`src/rtl/v810_intc_pkg.sv`:
```
// Shared definitions for the V810 interrupt controller: register offsets
// (word index A[3:2]), bus handshake states and the 16-input priority encoder.
package v810_intc_pkg;

  localparam logic [1:0] REG_PEND = 2'd0;
  localparam logic [1:0] REG_MASK = 2'd1;
  localparam logic [1:0] REG_EDGE = 2'd2;
  localparam logic [1:0] REG_STAT = 2'd3;

  typedef enum logic [1:0] {
    IDLE = 2'd0,
    WAIT = 2'd1,
    ACK  = 2'd2
  } intc_state_t;

  // Returns {valid, index of highest set bit}; the ascending scan lets the
  // highest set bit win.
  function automatic logic [4:0] prio_enc16(input logic [15:0] vec);
    logic [4:0] res;
    res = 5'd0;
    for (int i = 0; i < 16; i++) begin
      if (vec[i]) res = {1'b1, 4'(i)};
    end
    return res;
  endfunction

endpackage

```
`src/rtl/v810_intc_regs.sv`:
```
// Bus slave side of the interrupt controller: one-wait-state handshake FSM,
// MASK/EDGE register file with byte-lane writes, read mux and the W1C strobe
// handed to the pending logic in the top.
// Ports: clk/rst_n/ce      clock, async active-low reset, clock enable
//        addr/wdata/ben    CPU address, write data, active-low byte enables
//        mrq_n/da_n/rw     CPU request, data strobe, direction (1=read)
//        pend/int_q/level  live status for reads
//        rdata/sel/ready_n read data, window select, transfer complete
//        mask/edge_en      register outputs; pend_clr one-cycle W1C bits
module v810_intc_regs
  import v810_intc_pkg::*;
#(
  parameter logic [31:0] BASE_ADDR = 32'h0100_0000
) (
  input  logic        clk,
  input  logic        rst_n,
  input  logic        ce,
  input  logic [31:0] addr,
  input  logic [31:0] wdata,
  input  logic [3:0]  ben,
  input  logic        mrq_n,
  input  logic        da_n,
  input  logic        rw,
  input  logic [15:0] pend,
  input  logic        int_q,
  input  logic [3:0]  level,
  output logic [31:0] rdata,
  output logic        sel,
  output logic        ready_n,
  output logic [15:0] mask,
  output logic [15:0] edge_en,
  output logic [15:0] pend_clr
);

  intc_state_t state, state_nxt;
  logic        hit;
  logic        wr_en;
  logic [1:0]  off;
  logic [15:0] lane_m;
  logic [31:0] rmux;
  logic        unused_bits;

  function automatic logic [15:0] lane_merge(input logic [15:0] old_v,
                                             input logic [15:0] new_v,
                                             input logic [15:0] m);
    return (old_v & ~m) | (new_v & m);
  endfunction

  assign off         = addr[3:2];
  assign hit         = (addr[31:4] == BASE_ADDR[31:4]);
  assign sel         = ~mrq_n & hit;
  assign lane_m      = {{8{~ben[1]}}, {8{~ben[0]}}};
  // Writes land on the edge that leaves ACK.
  assign wr_en       = ce & (state == ACK) & ~rw;
  assign ready_n     = (state != ACK);
  assign unused_bits = ^{addr[1:0], wdata[31:16], ben[3:2]};

  always_ff @(posedge clk or negedge rst_n) begin
    if (!rst_n) state <= IDLE;
    else if (ce) state <= state_nxt;
  end

  always_comb begin
    state_nxt = state;
    case (state)
      IDLE:    if (~mrq_n & ~da_n & hit) state_nxt = WAIT;
      WAIT:    state_nxt = mrq_n ? IDLE : ACK;
      ACK:     state_nxt = IDLE;
      default: state_nxt = IDLE;
    endcase
  end

  always_ff @(posedge clk or negedge rst_n) begin
    if (!rst_n) begin
      mask    <= 16'h0000;
      edge_en <= 16'hFFFF;
    end else if (wr_en) begin
      if (off == REG_MASK) mask    <= lane_merge(mask, wdata[15:0], lane_m);
      if (off == REG_EDGE) edge_en <= lane_merge(edge_en, wdata[15:0], lane_m);
    end
  end

  // Level-mode bits are filtered out here so a W1C can never touch them.
  assign pend_clr = (wr_en && off == REG_PEND) ? (wdata[15:0] & lane_m & edge_en) : 16'h0000;

  always_comb begin
    rmux = 32'h0;
    case (off)
      REG_PEND: rmux = {16'h0, pend};
      REG_MASK: rmux = {16'h0, mask};
      REG_EDGE: rmux = {16'h0, edge_en};
      REG_STAT: rmux = {27'h0, int_q, level};
      default:  rmux = 32'h0;
    endcase
  end

  // Drive zero outside the acknowledge cycle so an external read mux can OR.
  assign rdata = (state == ACK && sel) ? rmux : 32'h0;

endmodule

```
`src/rtl/v810_intc.sv`:
```
// V810 interrupt controller top: request capture, pending register,
// priority output (INT/INTVn) and NMI pulse stretcher; bus registers live
// in v810_intc_regs.
// Ports: CLK/RESn/CE   clock, async active-low reset, clock enable
//        A/D_I/D_O/SEL/BEn/MRQn/DAn/RW/READYn  V810 bus slave
//        IRQ/NMI_REQ   peripheral requests (IRQ[i] -> level i)
//        INT/INTVn/NMIn CPU interrupt interface
module v810_intc
  import v810_intc_pkg::*;
#(
  parameter logic [31:0] BASE_ADDR = 32'h0100_0000,
  parameter logic [3:0]  NMI_CYC   = 4'd1
) (
  input  logic        CLK,
  input  logic        RESn,
  input  logic        CE,
  input  logic [31:0] A,
  input  logic [31:0] D_I,
  output logic [31:0] D_O,
  output logic        SEL,
  input  logic [3:0]  BEn,
  input  logic        MRQn,
  input  logic        DAn,
  input  logic        RW,
  output logic        READYn,
  input  logic [15:0] IRQ,
  input  logic        NMI_REQ,
  output logic        INT,
  output logic [3:0]  INTVn,
  output logic        NMIn
);

  logic [15:0] irq_p0;
  logic [15:0] pend_p1;
  logic [15:0] pend_nxt;
  logic [15:0] pend_clr;
  logic [15:0] mask;
  logic [15:0] edge_en;
  logic [15:0] act;
  logic [4:0]  prio;
  logic        int_p2;
  logic [3:0]  intvn_p2;
  logic        nmi_p0;
  logic        nmi_p1;
  logic [3:0]  nmi_cnt;

  v810_intc_regs #(
    .BASE_ADDR (BASE_ADDR)
  ) u_regs (
    .clk      (CLK),
    .rst_n    (RESn),
    .ce       (CE),
    .addr     (A),
    .wdata    (D_I),
    .ben      (BEn),
    .mrq_n    (MRQn),
    .da_n     (DAn),
    .rw       (RW),
    .pend     (pend_p1),
    .int_q    (int_p2),
    .level    (~intvn_p2),
    .rdata    (D_O),
    .sel      (SEL),
    .ready_n  (READYn),
    .mask     (mask),
    .edge_en  (edge_en),
    .pend_clr (pend_clr)
  );

  // Stage p0 -> p1: edge sources set on a rising edge (set wins over W1C),
  // level sources simply follow the request line one cycle late.
  assign pend_nxt = (edge_en & ((pend_p1 & ~pend_clr) | (IRQ & ~irq_p0)))
                  | (~edge_en & IRQ);

  always_ff @(posedge CLK or negedge RESn) begin
    if (!RESn) begin
      irq_p0  <= 16'h0000;
      pend_p1 <= 16'h0000;
    end else if (CE) begin
      irq_p0  <= IRQ;
      pend_p1 <= pend_nxt;
    end
  end

  // Stage p1 -> p2: registered priority output.
  assign act  = pend_p1 & mask;
  assign prio = prio_enc16(act);

  always_ff @(posedge CLK or negedge RESn) begin
    if (!RESn) begin
      int_p2   <= 1'b0;
      intvn_p2 <= 4'hF;
    end else if (CE) begin
      int_p2   <= prio[4];
      intvn_p2 <= prio[4] ? ~prio[3:0] : 4'hF;
    end
  end

  assign INT   = int_p2;
  assign INTVn = intvn_p2;

  // NMI: edge of the registered request (re)loads the width counter, so a
  // second edge during a pulse extends it rather than splitting it.
  always_ff @(posedge CLK or negedge RESn) begin
    if (!RESn) begin
      nmi_p0  <= 1'b0;
      nmi_p1  <= 1'b0;
      nmi_cnt <= 4'd0;
    end else if (CE) begin
      nmi_p0 <= NMI_REQ;
      nmi_p1 <= nmi_p0;
      if (nmi_p0 & ~nmi_p1) nmi_cnt <= NMI_CYC;
      else if (nmi_cnt != 4'd0) nmi_cnt <= nmi_cnt - 4'd1;
    end
  end

  assign NMIn = (nmi_cnt == 4'd0);

endmodule

```
`config.mk`:
```
export PLATFORM = sky130hd
export DESIGN_NAME = v810_intc
export DESIGN_NICKNAME = d
export VERILOG_FILES = /design/src/rtl/v810_intc_pkg.sv /design/src/rtl/v810_intc_regs.sv /design/src/rtl/v810_intc.sv
export SDC_FILE = /design/constraint.sdc
export NUM_CORES = 1
export LEC_CHECK = 0
export BUFFER_PORTS_ARGS = -buffer_cell sky130_fd_sc_hd__buf_2
export CAP_MARGIN = 20
export CORE_MARGIN = 1
export CORE_UTILIZATION = 52
export DETAILED_ROUTE_END_ITERATION = 16
export PLACE_DENSITY = 0.92
export SETUP_SLACK_MARGIN = 0.2
export SYNTH_ARGS = -nofsm -noshare
export SYNTH_HDL_FRONTEND = slang
export SYNTH_HIERARCHICAL = 1
export SYNTH_SLANG_ARGS = --single-unit
```
`constraint.sdc`:
```
create_clock -name CLK -period 4.5 [get_ports CLK]
set_input_delay 0 -clock CLK [delete_from_list [all_inputs] [get_ports CLK]]
set_output_delay 0 -clock CLK [all_outputs]
set_load 0.005 [all_outputs]
```
==> results.yml, run 1 <==
critical_path:
  cp.arrival_ns: 2.76
  cp_max_fo: 8
  critPathSlowestCell: "nor4_2"
  crit_buf_inv: 0
  crit_family: "simple AND/OR/NAND/NOR gates"
  critical-path-max-stage-delay_ns: 0.81
  setup.worst_path.start_class: "register"
  crit_required_ns: 4.74
  path_cells: "nand4bb_1 -> nor4_2 -> and3_1 -> o21ai_0 -> a32o_1"
  end_kind: "register"
  path_class: "reg -> reg"
cts:
  root_buffer: "clkbuf_8"
  cts_buffer_depth: 2
  path_clk_slew_ns: 0.08
  cts_sinks: 77
  clk-insertion-delay-late_ns: 0.35
  cts_tree: "done"
  cts_made_buffers: 9
  cts_htree_levels: 3
die:
  die_w_microns: 92.93
  dieHeight_microns: 92.93
  die-area_sq_mm: 0.008635
  rows: 32
  num_io_pins: 131
  coreArea_sq_mm: 0.007848
  start_util: 0.5478
placement:
  routabilityCongestion: 0.7897
  pre_cts_ws_ns: 2.050
  io_buffers: 94
  hpwl_mm: 7.480
detailed_routing:
  drtPass1Iterations: 5
  via_count: 3691
  drt_iter0_markers: 323
  post_drt_wl_per_cell_microns: 18.17
  antenna_left: 0
  drt-total-wl_mm: 11.16
  routed_via_density: 6.011
  post-route-drc-count: 0
yosys:
  synth-xor-area-share: 0
  synth_edf_count: 0
  yosys-top-cells-area: "dfrtp_1, mux2_2, dfstp_2, a32o_1, o21ai_0"
  ys_seq_area_frac: 0.4540
  synth.most_common_cell: "dfrtp_1"
  synth-seq-cells: 77
  async_flop_share: 1.000
  muxShareOfSynthArea: 0.1851
  yosysUniqueCellTypes: 48
  synthFlopType: "dfrtp_1"
  synth_simple_gate_area_frac: 0.1505
  synth_area_leader_cell: "dfrtp_1"
  syn_inst: 380
  synth_top_family_by_area: "multiplexers"
  yosys_warnings: 6
  synthAdderAreaFrac: 0.002910
  synth_area_sq_mm: 0.004299
  syn_avg_cell_area_sq_um: 11.31
  yosysTopAreaCellShare: 0.3318
  synth_compound_area_frac: 0.1368
  synth_commonest_cells: "dfrtp_1, mux2_2, nand2_1"
layout:
  area.growth.synth_to_final_pct: 24.51
  drive_gt1_frac: 0.3906
  antennaDiodeCount: 0
  nets: 599
  fin_util: 0.6821
timing:
  tightest_slew_ns: 0.9486
  finalSetupViolCount: 0
  max_freq_mhz: 396.9
  slew_viol_final: 0
  rsz0062_at_grt: "false"
  max_slew_margin: 0.3663
  fin_setup_tns_ns: 0
  fin_ws_ns: 1.981
  hold_viol_final: 0
  min_period_ns: 2.519
  worst_clock_skew_ns: 0.005868
  min_period_over_period: 0.5598
global_routing:
  antenna_found_initial: 0
  grt_pass1_wl_mm: 18.13
  grt_usage: 0.2733
  grt.overflow.total: 0
  grt_pass1_vias: 3754
  grt_max_degree: 68
min_path:
  min_path_type: "in -> reg"
outcome:
  status: "finished, final reports clean"
power_and_ir_drop:
  powerDensity_mw_per_mm2: 299.5
  ir_drop_uv: 208.1
  power_w: 0.001603
  total_leakage_power_nw: 2.447
run:
  cap_violations: 0
## repair_timing
item	4_1_cts	5_1_grt
gates resized for setup	0	0
hold buffers	36	0
buffers inserted	0	0
hold endpoints to repair	105	0
## layer usage
metal	vias up	routed length, microns	global-route usage
li1	1652	-	-
met1	1827	4514	0.3359
met2	189	5645	0.4773
met3	23	752	0.04105
met4	0	243	0.1154
met5	-	0	0
## through the flow
step	instances	hold slack [ns]	instance area (sq um)
4_1_cts	613	0.1534	5333
3_3_place_gp	561	0.2339	4766
2_1_floorplan	395	-0.2956	4355
5_1_grt	614	0.1704	5353
3_5_place_dp	561	0.2402	4766
6_report	614	0.1671	5353
## tightest hold or removal path, delay by kind of cell
family                 cells  cell delay, ns
and+or+nand+nor            1            0.10
buffers and inverters      1            0.17
muxes                      1            0.21
## cell usage in the layout, fill, tap and decap left out, drive strengths merged, types with 2 or more instances in the layout
cell type,synthesis,layout
a221o,2,2
nor2b,3,3
a32o,16,16
mux2i,12,12
a2bb2oi,11,11
bufinv,0,2
mux4,5,5
clkinv,0,3
mux2,50,50
nand2b,4,4
buf,25,97
a22oi,3,3
clkbuf,7,11
dlygate4sd3,0,36
nand3b,2,2
a21oi,4,4
a32oi,2,2
nor2,5,5
dfrtp,57,57
a22o,3,3
and3,16,16
nor4,19,19
inv,26,26
o211ai,2,2
dfstp,20,20
nand4,3,3
nand2,30,30
conb,1,16
nand3,4,4
nor3,5,5
nor4b,6,6
o21ai,29,29
## cell families after synthesis
family	after synthesis
DFF	77
buffers and inverters	58
AOI/OAI and AO/OA	77
muxes	67
and+or+nand+nor	99
other	1
adders and majority gates	1
## final timing paths
kind,start,endpoint,slack (ns),cells after the start
worst max-delay path,u_regs/state[0],pend_p1[12],1.98,5
worst min-delay path,BEn[1],register,0.17,3
min in group asynchronous,RESn,nmi_p0,0.18,2
max in group asynchronous,RESn,async pin,3.28,4
worst min register to register,nmi_p1,nmi_p1,0.51,1
worst max register to register,u_regs/state[0],pend_p1[12],1.98,5
## power by group
group	total (W)	internal (W)	switching, W	leakage (nW)
Clock	0.000566	0.000310	0.000256	0.107
Combinational	0.000247	0.000128	0.000119	1.41
Sequential	0.000790	0.000745	0.0000452	0.928
Total	0.00160	0.00118	0.000421	2.45
## final cells by class
class                   count  area (sq um)
inverters                  26         97.59
multi-input cells         260          2103
repair buffers            133         865.8
flip-flops and latches     77          1952
fillers                   553          2495
well taps                 102         127.6
clock buffers              11         131.4
clock inverters             5         75.07
No activity file was read; power rests on OpenSTA's default activity.
==> run 2, diff against run 1 <==
- clock period: 4.5 -> 2.64 ns (I/O delays scaled with it)
==> run 2 against run 1 <==
- cell area grew 0.70%
- critical path type is now in -> out
- register-to-register slack worse by 1.4 ns
- sequential cell count unchanged
- total power grew 74%
- critical endpoint is now D_O[0]
- critical path depth up 1
- largest cell class unchanged
- final cell count increased by 0.65%
- clock skew increased by 0.0017 ns
- global-route usage is 0.75 points higher
==> results.yml, run 2 (same netlist as run 1, synthesis figures left out) <==
outcome:
  status: "finished, final reports clean"
min_path:
  hp-start: "BEn[0]"
  min_path_type: "in -> reg"
  holdPathStages: 3
global_routing:
  grt.overflow.total: 0
  grt_max_degree: 68
  grt_usage: 0.2809
  grt_pass1_wl_mm: 18.53
  grt_pass1_vias: 3728
  antenna_found_initial: 0
timing:
  hold_ws_ns: 0.1407
  max_freq_mhz: 463.3
  finalSetupViolCount: 0
  fin_setup_tns_ns: 0
  tightest_slew_ns: 0.7389
  min_period_ns: 2.159
  fin_ws_ns: 0.4814
  max_slew_margin: 0.5062
  hold_viol_final: 0
  min_period_over_period: 0.8177
  rsz0062_at_grt: "false"
  worst_clock_skew_ns: 0.007554
  slew_viol_final: 0
critical_path:
  path_class: "in -> out"
  cp.arrival_ns: 2.16
  regToRegEndpoint: "pend_p1[13]"
  r2r-start: "u_regs/state[0]"
  setup.worst_path.start_class: "primary input"
  reg2reg_depth: 7
  crit_required_ns: 2.64
  r2r_slack_ns: 0.59
  end_kind: "output port"
  cp_max_fo: 18
placement:
  pre_cts_ws_ns: 0.7507
  hpwl_mm: 7.607
  routabilityCongestion: 0.7914
  io_buffers: 94
power_and_ir_drop:
  power_w: 0.002782
  powerDensity_mw_per_mm2: 516.0
  ir_drop_uv: 436.5
  total_leakage_power_nw: 2.465
layout:
  mostFrequentLayoutCells: "buf_2, dfrtp_1, mux2_2, dlygate4sd3_1, nand2_1"
  final_common_cell: "buf_2"
  nets: 603
  antennaDiodeCount: 0
  drive_gt1_frac: 0.3953
  area.growth.synth_to_final_pct: 25.38
die:
  dieHeight_microns: 92.93
  num_io_pins: 131
  die-area_sq_mm: 0.008635
  start_util: 0.5478
  rows: 32
  die_w_microns: 92.93
  coreArea_sq_mm: 0.007848
cts:
  ctsResizeCount: 0
  clk-insertion-delay-late_ns: 0.35
  cts_tree: "done"
  cts_buffer_depth: 2
  cts_htree_levels: 3
  root_buffer: "clkbuf_8"
  cts_made_buffers: 9
  path_clk_slew_ns: 0.08
  cts_sinks: 77
detailed_routing:
  drt-total-wl_mm: 11.46
  drt_iter0_markers: 351
  routed_via_density: 5.945
  drtPass1Iterations: 5
  via_count: 3674
  antenna_left: 0
  post-route-drc-count: 0
  post_drt_wl_per_cell_microns: 18.55
run:
  cap_violations: 0
[run 2: cell types whose count changed in the layout (fill, tap and decap cells not counted)]
cell | previous run | this run
clkbuf_8 | 9 | 11
clkinvlp_4 | 0 | 1
clkinv_2 | 3 | 0
buf_12 | 1 | 0
buf_4 | 2 | 7
[run 2: per-stage QoR]
stage	cell area (sq um)	cells	util
floorplan	4355	395	-
global placement	4803	566	0.6121
detailed placement	4803	566	0.6121
CTS	5390	618	0.6869
global route	5390	618	0.6869
finish	5390	618	0.6869
[run 2: layout make-up]
class / instances / area [sq um]
Multi-Input combinational cell: 260 / 2103
Clock buffer: 13 / 158.9
Inverter: 26 / 97.59
Timing Repair Buffer: 137 / 883.3
Fill cell: 575 / 2457
Sequential cell: 77 / 1952
Clock inverter: 3 / 67.56
Tap cell: 102 / 127.6
[run 2: what timing repair did]
item                      in CTS  in global routing
setup buffers                  0                  0
hold endpoints to repair      87                  0
hold buffers                  36                  0
[run 2: worst max-delay path, stage by stage]
cell           delay (ns)
dlygate4sd3_1        0.53
buf_2                0.13
nor4_2               0.19
nand4_2              0.54
nor4b_1              0.58
buf_2                0.19
[run 2: worst max path at each step]
stage,start,endpoint,slack [ns],cells after the start
6_report,MRQn,D_O[0],0.48,6
5_1_grt,MRQn,D_O[1],0.31,6
4_1_cts,MRQn,D_O[1],0.54,6
3_5_place_dp,u_regs/state[0],pend_p1[10],0.75,7
3_3_place_gp,u_regs/state[0],pend_p1[12],0.81,7
2_1_floorplan,u_regs/state[0],pend_p1[11],1.03,6
[run 2: report_power, final]
part | switching, W | leakage, nW | total [W] | internal, W
Clock | 0.000428 | 0.110 | 0.00101 | 0.000585
Combinational | 0.000206 | 1.43 | 0.000422 | 0.000216
Sequential | 0.0000772 | 0.928 | 0.00135 | 0.00127
[run 2: per-layer routing]
metal,track usage,wire length (microns),up-vias
met2,0.4669,5574,186
li1,-,-,1661
met5,0,0,-
met4,0.1244,347,0
met3,0.04926,832,38
met1,0.3587,4708,1789
